===== config.mk =====
export PLATFORM = sky130hd
export DESIGN_NAME = core_mem_arbiter_flat
export DESIGN_NICKNAME = d
export VERILOG_FILES = /design/src/rtl/core_mem_arbiter_if.sv /design/src/rtl/core_mem_arbiter.sv /design/src/flat_wrapper.sv
export SDC_FILE = /design/constraint.sdc
export NUM_CORES = 1
export LEC_CHECK = 0
export BUFFER_PORTS_ARGS = -buffer_cell sky130_fd_sc_hd__buf_2
export CORE_MARGIN = 2
export CORE_UTILIZATION = 42
export DETAILED_ROUTE_END_ITERATION = 10
export HOLD_SLACK_MARGIN = 0.02
export PLACE_DENSITY = 0.76
export SYNTH_ARGS = -nofsm -noshare
export SYNTH_HDL_FRONTEND = slang
export SYNTH_SLANG_ARGS = --single-unit
export TNS_END_PERCENT = 30

===== constraint.sdc =====
create_clock -name clk -period 1.7 [get_ports clk]
set_input_delay 0.17 -clock clk [delete_from_list [all_inputs] [get_ports clk]]
set_output_delay 0.17 -clock clk [all_outputs]
set_load 0.05 [all_outputs]

===== src/rtl/core_mem_arbiter_if.sv =====
// Bus bundle between the CPU fetch/data ports, the arbiter and the single memory port.
//   master : arbiter view (takes I/D requests and memory responses, drives acks and the memory request)
//   slave  : environment view (CPU requestors and memory model)
interface core_mem_arbiter_if #(
  parameter int unsigned AW = 32,
  parameter int unsigned DW = 32
);
  // Instruction fetch side
  logic          i_req_val;
  logic [AW-1:0] i_req_addr;
  logic          i_req_ack;
  logic [DW-1:0] i_ack_rdata;

  // Data side
  logic          d_req_val;
  logic [AW-1:0] d_req_addr;
  logic [2:0]    d_req_cop;
  logic [DW-1:0] d_req_wdata;
  logic [2:0]    d_req_size;
  logic          d_req_ack;
  logic [DW-1:0] d_ack_rdata;

  // Memory side
  logic          mem_req_val;
  logic [AW-1:0] mem_req_addr;
  logic [2:0]    mem_req_cop;
  logic [DW-1:0] mem_req_wdata;
  logic [2:0]    mem_req_size;
  logic          mem_req_ack;
  logic [DW-1:0] mem_ack_rdata;
  logic          mem_timeout_err;

  modport master (
    input  i_req_val, i_req_addr,
    output i_req_ack, i_ack_rdata,
    input  d_req_val, d_req_addr, d_req_cop, d_req_wdata, d_req_size,
    output d_req_ack, d_ack_rdata,
    output mem_req_val, mem_req_addr, mem_req_cop, mem_req_wdata, mem_req_size,
    input  mem_req_ack, mem_ack_rdata,
    output mem_timeout_err
  );

  modport slave (
    output i_req_val, i_req_addr,
    input  i_req_ack, i_ack_rdata,
    output d_req_val, d_req_addr, d_req_cop, d_req_wdata, d_req_size,
    input  d_req_ack, d_ack_rdata,
    input  mem_req_val, mem_req_addr, mem_req_cop, mem_req_wdata, mem_req_size,
    output mem_req_ack, mem_ack_rdata,
    input  mem_timeout_err
  );
endinterface


===== src/rtl/core_mem_arbiter.sv =====
// Arbitrates CPU instruction and data requests onto a single memory port with one
// transaction in flight, routes the response back to the issuing side, and forces
// completion (ERR_DATA + mem_timeout_err) when memory never acknowledges.
// Ports:
//   clk    core clock
//   rst_n  asynchronous reset, active low; drops any in-flight transaction silently
//   bus    core_mem_arbiter_if.master (I/D request+ack channels, memory request/response)
module core_mem_arbiter #(
  parameter int unsigned   AW       = 32,
  parameter int unsigned   DW       = 32,
  parameter int unsigned   TIMEOUT  = 255,
  parameter logic [DW-1:0] ERR_DATA = DW'(32'hDEAD_BEEF)
) (
  input  logic               clk,
  input  logic               rst_n,
  core_mem_arbiter_if.master bus
);

  localparam int unsigned CW = (TIMEOUT > 1) ? $clog2(TIMEOUT) : 1;
  // Counter value seen on the last BUSY cycle allowed before forced completion
  localparam logic [CW-1:0] WD_LAST = CW'((TIMEOUT == 0) ? 0 : TIMEOUT - 1);
  localparam logic [2:0] COP_READ  = 3'b000;
  localparam logic [2:0] SIZE_WORD = 3'b010;

  typedef enum logic [1:0] {IDLE, BUSY, RESP} state_t;

  state_t        state;
  logic          owner_d;    // 1: data side owns the in-flight transaction
  logic          last_d;     // 1: last grant went to the data side
  logic [CW-1:0] wd_cnt;

  logic          mem_val_q;
  logic [AW-1:0] mem_addr_q;
  logic [2:0]    mem_cop_q;
  logic [DW-1:0] mem_wdata_q;
  logic [2:0]    mem_size_q;
  logic          err_q;
  logic          i_ack_q;
  logic          d_ack_q;
  logic [DW-1:0] i_rdata_q;
  logic [DW-1:0] d_rdata_q;

  logic grant_d_c;
  logic wd_fire_c;

  // Data side wins when it is the only requester, or when both request and I went last
  assign grant_d_c = bus.d_req_val && (!bus.i_req_val || !last_d);
  assign wd_fire_c = (TIMEOUT != 0) && (wd_cnt == WD_LAST);

  // Arbiter FSM with registered outputs
  always_ff @(posedge clk or negedge rst_n) begin
    if (!rst_n) begin
      state       <= IDLE;
      owner_d     <= 1'b0;
      last_d      <= 1'b0;
      wd_cnt      <= '0;
      mem_val_q   <= 1'b0;
      mem_addr_q  <= '0;
      mem_cop_q   <= '0;
      mem_wdata_q <= '0;
      mem_size_q  <= '0;
      err_q       <= 1'b0;
      i_ack_q     <= 1'b0;
      d_ack_q     <= 1'b0;
      i_rdata_q   <= '0;
      d_rdata_q   <= '0;
    end else begin
      i_ack_q <= 1'b0;
      d_ack_q <= 1'b0;
      err_q   <= 1'b0;
      case (state)
        IDLE: begin
          if (bus.i_req_val || bus.d_req_val) begin
            state     <= BUSY;
            mem_val_q <= 1'b1;
            wd_cnt    <= '0;
            owner_d   <= grant_d_c;
            last_d    <= grant_d_c;
            if (grant_d_c) begin
              mem_addr_q  <= bus.d_req_addr;
              mem_cop_q   <= bus.d_req_cop;
              mem_wdata_q <= bus.d_req_wdata;
              mem_size_q  <= bus.d_req_size;
            end else begin
              mem_addr_q  <= bus.i_req_addr;
              mem_cop_q   <= COP_READ;
              mem_wdata_q <= '0;
              mem_size_q  <= SIZE_WORD;
            end
          end
        end
        BUSY: begin
          // A real ack beats a timeout landing in the same cycle
          if (bus.mem_req_ack) begin
            state     <= RESP;
            mem_val_q <= 1'b0;
            if (owner_d) begin
              d_ack_q   <= 1'b1;
              d_rdata_q <= bus.mem_ack_rdata;
            end else begin
              i_ack_q   <= 1'b1;
              i_rdata_q <= bus.mem_ack_rdata;
            end
          end else if (wd_fire_c) begin
            state     <= RESP;
            mem_val_q <= 1'b0;
            err_q     <= 1'b1;
            if (owner_d) begin
              d_ack_q   <= 1'b1;
              d_rdata_q <= ERR_DATA;
            end else begin
              i_ack_q   <= 1'b1;
              i_rdata_q <= ERR_DATA;
            end
          end else begin
            wd_cnt <= wd_cnt + CW'(1);
          end
        end
        RESP: begin
          // Requests seen during the ack cycle belong to the finished transaction
          state <= IDLE;
        end
        default: begin
          state <= IDLE;
        end
      endcase
    end
  end

  assign bus.mem_req_val     = mem_val_q;
  assign bus.mem_req_addr    = mem_addr_q;
  assign bus.mem_req_cop     = mem_cop_q;
  assign bus.mem_req_wdata   = mem_wdata_q;
  assign bus.mem_req_size    = mem_size_q;
  assign bus.mem_timeout_err = err_q;
  assign bus.i_req_ack       = i_ack_q;
  assign bus.i_ack_rdata     = i_rdata_q;
  assign bus.d_req_ack       = d_ack_q;
  assign bus.d_ack_rdata     = d_rdata_q;

endmodule


===== src/flat_wrapper.sv =====
// flat-port wrapper written by rule: the top's interface ports become plain ports
module core_mem_arbiter_flat 
#(
  parameter int unsigned   AW       = 32,
  parameter int unsigned   DW       = 32,
  parameter int unsigned   TIMEOUT  = 255,
  parameter logic [DW-1:0] ERR_DATA = DW'(32'hDEAD_BEEF)
)
  (clk, rst_n, bus_i_req_val, bus_i_req_addr, bus_i_req_ack, bus_i_ack_rdata, bus_d_req_val, bus_d_req_addr, bus_d_req_cop, bus_d_req_wdata, bus_d_req_size, bus_d_req_ack, bus_d_ack_rdata, bus_mem_req_val, bus_mem_req_addr, bus_mem_req_cop, bus_mem_req_wdata, bus_mem_req_size, bus_mem_req_ack, bus_mem_ack_rdata, bus_mem_timeout_err);
  core_mem_arbiter_if #(.AW(AW), .DW(DW)) bus_i ();
  input  logic clk;
  input  logic rst_n;
  input wire logic [$bits(bus_i.i_req_val)-1:0] bus_i_req_val;
  input wire logic [$bits(bus_i.i_req_addr)-1:0] bus_i_req_addr;
  output wire logic [$bits(bus_i.i_req_ack)-1:0] bus_i_req_ack;
  output wire logic [$bits(bus_i.i_ack_rdata)-1:0] bus_i_ack_rdata;
  input wire logic [$bits(bus_i.d_req_val)-1:0] bus_d_req_val;
  input wire logic [$bits(bus_i.d_req_addr)-1:0] bus_d_req_addr;
  input wire logic [$bits(bus_i.d_req_cop)-1:0] bus_d_req_cop;
  input wire logic [$bits(bus_i.d_req_wdata)-1:0] bus_d_req_wdata;
  input wire logic [$bits(bus_i.d_req_size)-1:0] bus_d_req_size;
  output wire logic [$bits(bus_i.d_req_ack)-1:0] bus_d_req_ack;
  output wire logic [$bits(bus_i.d_ack_rdata)-1:0] bus_d_ack_rdata;
  output wire logic [$bits(bus_i.mem_req_val)-1:0] bus_mem_req_val;
  output wire logic [$bits(bus_i.mem_req_addr)-1:0] bus_mem_req_addr;
  output wire logic [$bits(bus_i.mem_req_cop)-1:0] bus_mem_req_cop;
  output wire logic [$bits(bus_i.mem_req_wdata)-1:0] bus_mem_req_wdata;
  output wire logic [$bits(bus_i.mem_req_size)-1:0] bus_mem_req_size;
  input wire logic [$bits(bus_i.mem_req_ack)-1:0] bus_mem_req_ack;
  input wire logic [$bits(bus_i.mem_ack_rdata)-1:0] bus_mem_ack_rdata;
  output wire logic [$bits(bus_i.mem_timeout_err)-1:0] bus_mem_timeout_err;
  assign bus_i.i_req_val = bus_i_req_val;
  assign bus_i.i_req_addr = bus_i_req_addr;
  assign bus_i_req_ack = bus_i.i_req_ack;
  assign bus_i_ack_rdata = bus_i.i_ack_rdata;
  assign bus_i.d_req_val = bus_d_req_val;
  assign bus_i.d_req_addr = bus_d_req_addr;
  assign bus_i.d_req_cop = bus_d_req_cop;
  assign bus_i.d_req_wdata = bus_d_req_wdata;
  assign bus_i.d_req_size = bus_d_req_size;
  assign bus_d_req_ack = bus_i.d_req_ack;
  assign bus_d_ack_rdata = bus_i.d_ack_rdata;
  assign bus_mem_req_val = bus_i.mem_req_val;
  assign bus_mem_req_addr = bus_i.mem_req_addr;
  assign bus_mem_req_cop = bus_i.mem_req_cop;
  assign bus_mem_req_wdata = bus_i.mem_req_wdata;
  assign bus_mem_req_size = bus_i.mem_req_size;
  assign bus_i.mem_req_ack = bus_mem_req_ack;
  assign bus_i.mem_ack_rdata = bus_mem_ack_rdata;
  assign bus_mem_timeout_err = bus_i.mem_timeout_err;
  core_mem_arbiter #(.AW(AW), .DW(DW), .TIMEOUT(TIMEOUT), .ERR_DATA(ERR_DATA)) u_core (.clk(clk), .rst_n(rst_n), .bus(bus_i));
endmodule

==> impl_metrics.yaml, run 1 <==
cts:
  cts_root_buffer: "clkbuf_16"
  htree_levels: 4
  clkSinkCount: 149
  cts-buffers-inserted: 17
  clock_path_buffers: 2
  clk_latency_ns: 0.41
  cts_tree: "done"
  clk_pin_slew_ns: 0.06
global_routing:
  grt_pass1_wl_um: 26800
  grtUsageTotal: 0.228
  grt_antenna_before_repair: 0
  grt_max_degree: 85
  grt_overflow: 0
  grt_pass1_vias: 5414
synthesis:
  synth_most_common_cell: "dfrtp_1"
  ys_seq_area_frac: 0.623
  async_reset_ff_frac: 1.00
  synth_edf_count: 0
  synth_cell_types: 45
  synth_warnings: 0
  avgSynthCellArea_sq_um: 12.4
  synthTopCellsByCount: "dfrtp_1, nand2_1, a22o_1, o21ai_0, mux2i_1"
  synth_top_area_cell: "dfrtp_1"
  synthCells: 481
  ys.flop_type: "dfrtp_1"
  synth_nets: 622
  synth_top_cell_area_share: 0.623
  syn_area_sq_um: 5980
  synth_seq_cells: 149
  synthTopCellsByArea: "dfrtp_1, a22o_1, mux2i_1"
worst_setup_path:
  crit_buf_inv: 1
  critical_path_class: "reg -> reg"
  path_delay_family: "compound AO/OA/AOI/OAI gates"
  arrival_ns: 2.01
  critical_path.max_stage_delay_ns: 0.36
  cp_slowest_cell: "dfrtp_1"
  worstPathMaxFanout: 7
  required_ns: 1.99
  crit_path_cell_trace: "inv_1, ha_2, and3_4, a211o_4, and2_4, a211o_2"
  cp-end-kind: "flip-flop"
  critPathLaunchType: "flip-flop"
cells_and_area:
  syn_to_final_growth_pct: 50.7
  antenna_cells: 0
  drive_gt1_frac: 0.444
  stdcell_area_sq_um: 9020
  final_util: 0.650
  nets: 969
  finalNonFillerCells: 1021
route:
  drtAntennaViolNets: 0
  vias_per_cell: 5.25
  drc: 0
  num_vias: 5359
  first_iter_violations: 319
  drtPass1Iterations: 4
  wl_per_cell_um: 17.1
  routed_wl_um: 17400
place:
  dpl_cell_area_sq_um: 7730
  dpl.hpwl_um: 11700
  gp_congestion: 0.809
  port_buffers: 276
  placed_cells: 923
  dp_slack_ns: -0.0176
die:
  core_sq_um: 13900
  die-width_um: 123
  die_h_um: 123
  initial_core_util: 0.431
  die_area_sq_um: 15200
  rows: 43
  ios: 277
sta:
  maxSlewHeadroom: 0.639
  drv_slew: 0
  layout_setup_ws_ns: -0.0224
  hold_violations: 0
  finalCritPeriodShare: 1.01
  setup_viol: 1
  rsz0062_at_grt: "yes"
  clock_skew_ns: 0.00747
  min_period_ns: 1.72
  max_freq_ghz: 0.581
  worstMarginPinSlew_ns: 0.542
outcome:
  violations: "negative setup slack"
  status: "complete, but fails checks"
pwr:
  max-vdd-ir-drop_v: 0.00120
  powerDensity_nw_per_um2: 2370
  power.leakage_uw: 0.00451
hold_path:
  hp-class: "in -> reg"
job:
  drv_cap: 0
routing by layer:
| layer | GRT usage | wire (um) |
|---|---|---|
| met2 | 0.400 | 9020 |
| met4 | 0.0866 | 376 |
| met1 | 0.267 | 6780 |
| met5 | 0 | 0 |
| met3 | 0.0595 | 1270 |
sequential cells by signal, summed over array words and instances, names as in the netlist:
register / cells
u_core.bus.d_ack_rdata: 32
u_core.bus.i_ack_rdata: 32
u_core.bus.mem_req_addr: 32
u_core.bus.mem_req_wdata: 32
u_core.wd_cnt: 8
u_core.bus.mem_req_cop: 3
u_core.bus.mem_req_size: 3
u_core.state: 2
u_core.bus.d_req_ack: 1
u_core.bus.i_req_ack: 1
u_core.bus.mem_req_val: 1
u_core.bus.mem_timeout_err: 1
u_core.last_d: 1
through the flow:
step | hold WS, ns | power [uW] | TNS, ns
final | 0.0402 | 21400 | -0.0224
after floorplan | -0.126 | 14400 | -0.0670
after global routing | 0.0274 | 22400 | -0.648
after CTS | 0.0208 | 21400 | -0.00325
after detailed placement | 0.161 | 17300 | -0.137
after global placement | 0.158 | 17100 | 0
cells in the final DEF (no fill, tap or decap), drive strengths merged, types with 2 or more instances in the layout:
cell type	instances
a22o	37
mux2i	32
ha	2
nand3	6
a32o	8
dlygate4sd3	63
o32a	24
clkinv	8
a211o	5
buf	304
dfrtp	149
nor3	4
nor2	30
o2bb2ai	8
a2bb2oi	24
a21o	3
clkinvlp	2
nor3b	2
inv	7
nand2	47
clkbuf	19
and2	3
o21ai	38
bufinv	3
path summary, 6_finish.rpt:
kind                                                  from                         end  slack [ns]  depth (start not counted)
worst max-delay path                      u_core.wd_cnt[0]            u_core.wd_cnt[3]       -0.02                          6
worst min register to register  u_core.bus.mem_req_addr[1]  u_core.bus.mem_req_addr[1]        0.48                          2
max in group asynchronous                            rst_n   u_core.bus.mem_req_cop[0]        0.80                          3
worst max register to register            u_core.wd_cnt[0]            u_core.wd_cnt[3]       -0.02                          6
worst min-delay path                 bus_mem_ack_rdata[17]  u_core.bus.d_ack_rdata[17]        0.04                          2
min in group asynchronous                            rst_n   u_core.bus.d_ack_rdata[0]        0.28                          2
report_power, final:
part	switching (uW)	leakage (uW)	internal (uW)
clock	1480	0.000295	2370
sequential	999	0.00181	5210
combinational	8350	0.00240	3010
total	10800	0.00451	10600
logic make-up after synthesis:
group,synth area share
compound gates,0.206
xor+xnor,0.00146
fa+ha+maj,0.00418
buf+inv,0.0372
flops,0.623
mux,0.0554
simple gates,0.0728
final cells by class:
cell class	instances	area (sq um)
inverters	6	28.8
clock inverters	13	171
repair inverters	1	5.00
multi-input cells	286	2090
flip-flops and latches	149	3730
repair buffers	367	2330
well taps	180	225
fillers	1032	4860
clock buffers	19	443
what timing repair did:
action | 4_1_cts | 5_1_grt
gates cloned | 1 | 0
setup buffers | 0 | 2
setup endpoints to repair | 29 | 24
hold buffers | 63 | 0
hold endpoints to repair | 113 | 0
resized for setup | 1 | 3
Note: power is estimated with default switching activity, not from simulation.
==> inputs of run 2 (changes only) <==
Settings changed: CORE_UTILIZATION 42 to 50, PLACE_DENSITY 0.76 to 0.85.
Clock period 1.7 ns to 1.99 ns, I/O delays scaled along.
==> impl_metrics.yaml, run 2 (synthesis gave the netlist of run 1 again) <==
pwr:
  powerDensity_nw_per_um2: 2100
  max-vdd-ir-drop_v: 0.00121
  power.leakage_uw: 0.00431
route:
  routed_wl_um: 18000
  wl_per_cell_um: 19.0
  drtPass1Iterations: 5
  drc: 0
  drtAntennaViolNets: 0
  first_iter_violations: 505
  num_vias: 5377
  vias_per_cell: 5.67
global_routing:
  top_usage_layer: "met2"
  grt_max_degree: 61
  grt_use_met2: 0.495
  grtUsageTotal: 0.283
  grt_overflow: 0
  grt_antenna_before_repair: 1
  grt_pass1_vias: 5363
  use_met3: 0.0701
  grt_use_met1: 0.318
  grt_pass1_wl_um: 27800
sta:
  setup_tns_ns: 0
  worstMarginPinSlew_ns: 0.526
  holdWs_ns: 0.0394
  hold_violations: 0
  setup_viol: 0
  min_period_ns: 1.91
  finalCritPeriodShare: 0.961
  clock_skew_ns: 0.00869
  drv_slew: 0
  max_freq_ghz: 0.523
  maxSlewHeadroom: 0.649
hold_path:
  hp-class: "in -> reg"
  whs_path_depth: 2
  min_from: "bus_mem_ack_rdata[1]"
  hold_end: "u_core.bus.i_ack_rdata[1]"
cts:
  clock_path_buffers: 2
  clkSinkCount: 149
  clk_latency_ns: 0.42
  clk_pin_slew_ns: 0.06
  cts_root_buffer: "clkbuf_16"
  cts_tree: "done"
  cts-buffers-inserted: 17
  htree_levels: 4
worst_setup_path:
  r2r-start: "u_core.wd_cnt[0]"
  worstPathMaxFanout: 12
  timing.rr.end: "u_core.wd_cnt[7]"
  cp-end-kind: "flip-flop"
  cp_slowest_cell: "dfrtp_1"
  critical_path_class: "reg -> reg"
  crit_path_cell_trace: "inv_1, ha_1, and3_1, a211o_2, buf_4, nor4_2, a211o_1"
  reg2reg_depth: 7
  critPathLaunchType: "flip-flop"
  arrival_ns: 2.26
  critical_path.max_stage_delay_ns: 0.40
  required_ns: 2.34
  reg2reg_slack_ns: 0.08
die:
  ios: 277
  die_h_um: 113
  rows: 39
  die_area_sq_um: 12900
  initial_core_util: 0.517
  core_sq_um: 11600
  die-width_um: 113
place:
  gp_congestion: 0.885
  port_buffers: 276
  dpl.hpwl_um: 12000
  dpl_cell_area_sq_um: 7570
outcome:
  status: "finished clean"
cells_and_area:
  drive_gt1_frac: 0.439
  n_fill_cell: 748
  syn_to_final_growth_pct: 42.8
  stdcell_area_sq_um: 8550
  final_cell_mix: "buf_2, dfrtp_1, nand2_1"
  nets: 932
  mostFrequentLayoutCell: "buf_2"
job:
  drv_cap: 0
[run 2: cell types whose count changed in the layout (fill, tap and decap cells not counted), sizes merged]
cell         before  now
buf             304  291
bufinv            3    1
clkbuf           19   21
clkinv            8    7
clkinvlp          2    3
diode             0    1
dlygate4sd3      63   40
inv               7    6
[run 2: area by class of cell]
| type | count | area [sq um] | share of cell area |
|---|---|---|---|
| flip-flops and latches | 149 | 3730 | 0.436 |
| multi-input cells | 286 | 2060 | 0.241 |
| repair buffers | 331 | 1990 | 0.233 |
| clock buffers | 21 | 460 | 0.0539 |
| well taps | 143 | 179 | 0.0209 |
| clock inverters | 11 | 98.8 | 0.0116 |
| inverters | 6 | 27.5 | 0.00322 |
| diodes | 1 | 2.50 | 0.000293 |
[run 2: stage by stage]
stage	cells	utilization	setup WS [ns]	power, uW
finish	948	0.739	0.0779	17900
global route	948	0.739	-0.0511	18700
CTS	946	0.738	0.108	17900
detailed placement	874	0.655	0.120	14700
global placement	874	0.655	0.164	14500
floorplan	481	-	0.127	12300
[run 2: worst max-delay path by stage]
stage | slack (ns) | from | endpoint | cells past startpoint
detailed placement | 0.12 | u_core.wd_cnt[0] | u_core.wd_cnt[3] | 6
global route | -0.05 | u_core.wd_cnt[0] | u_core.wd_cnt[7] | 7
floorplan | 0.13 | u_core.wd_cnt[0] | u_core.wd_cnt[3] | 7
finish | 0.08 | u_core.wd_cnt[0] | u_core.wd_cnt[7] | 7
CTS | 0.11 | u_core.wd_cnt[0] | u_core.wd_cnt[3] | 6
global placement | 0.16 | u_core.wd_cnt[0] | u_core.wd_cnt[3] | 6
[run 2: what timing repair did]
item / 4_1_cts / 5_1_grt
hold buffers: 40 / 0
setup endpoints to repair: 0 / 1
gates resized for setup: 0 / 1
setup buffers: 0 / 1
endpoints found under the hold margin: 84 / 0
[run 2: critical path: cells and delay by family (launching register included)]
kind,cells,cell delay [ns]
AOI/OAI and AO/OA,2,0.54
buffers and inverters,2,0.25
and+or+nand+nor,2,0.46
DFF,1,0.40
adders and majority gates,1,0.19
[run 2: report_power, final]
| part | switching (uW) | internal (uW) |
|---|---|---|
| Combinational | 7120 | 2460 |
| Sequential | 868 | 4450 |
| Clock | 1230 | 1790 |
| Total | 9220 | 8700 |
[run 2: metal layers]
layer,share of wire,up-vias
met5,0,-
met4,0.042,0
met3,0.069,54
met2,0.53,313
met1,0.36,2613
li1,-,2397
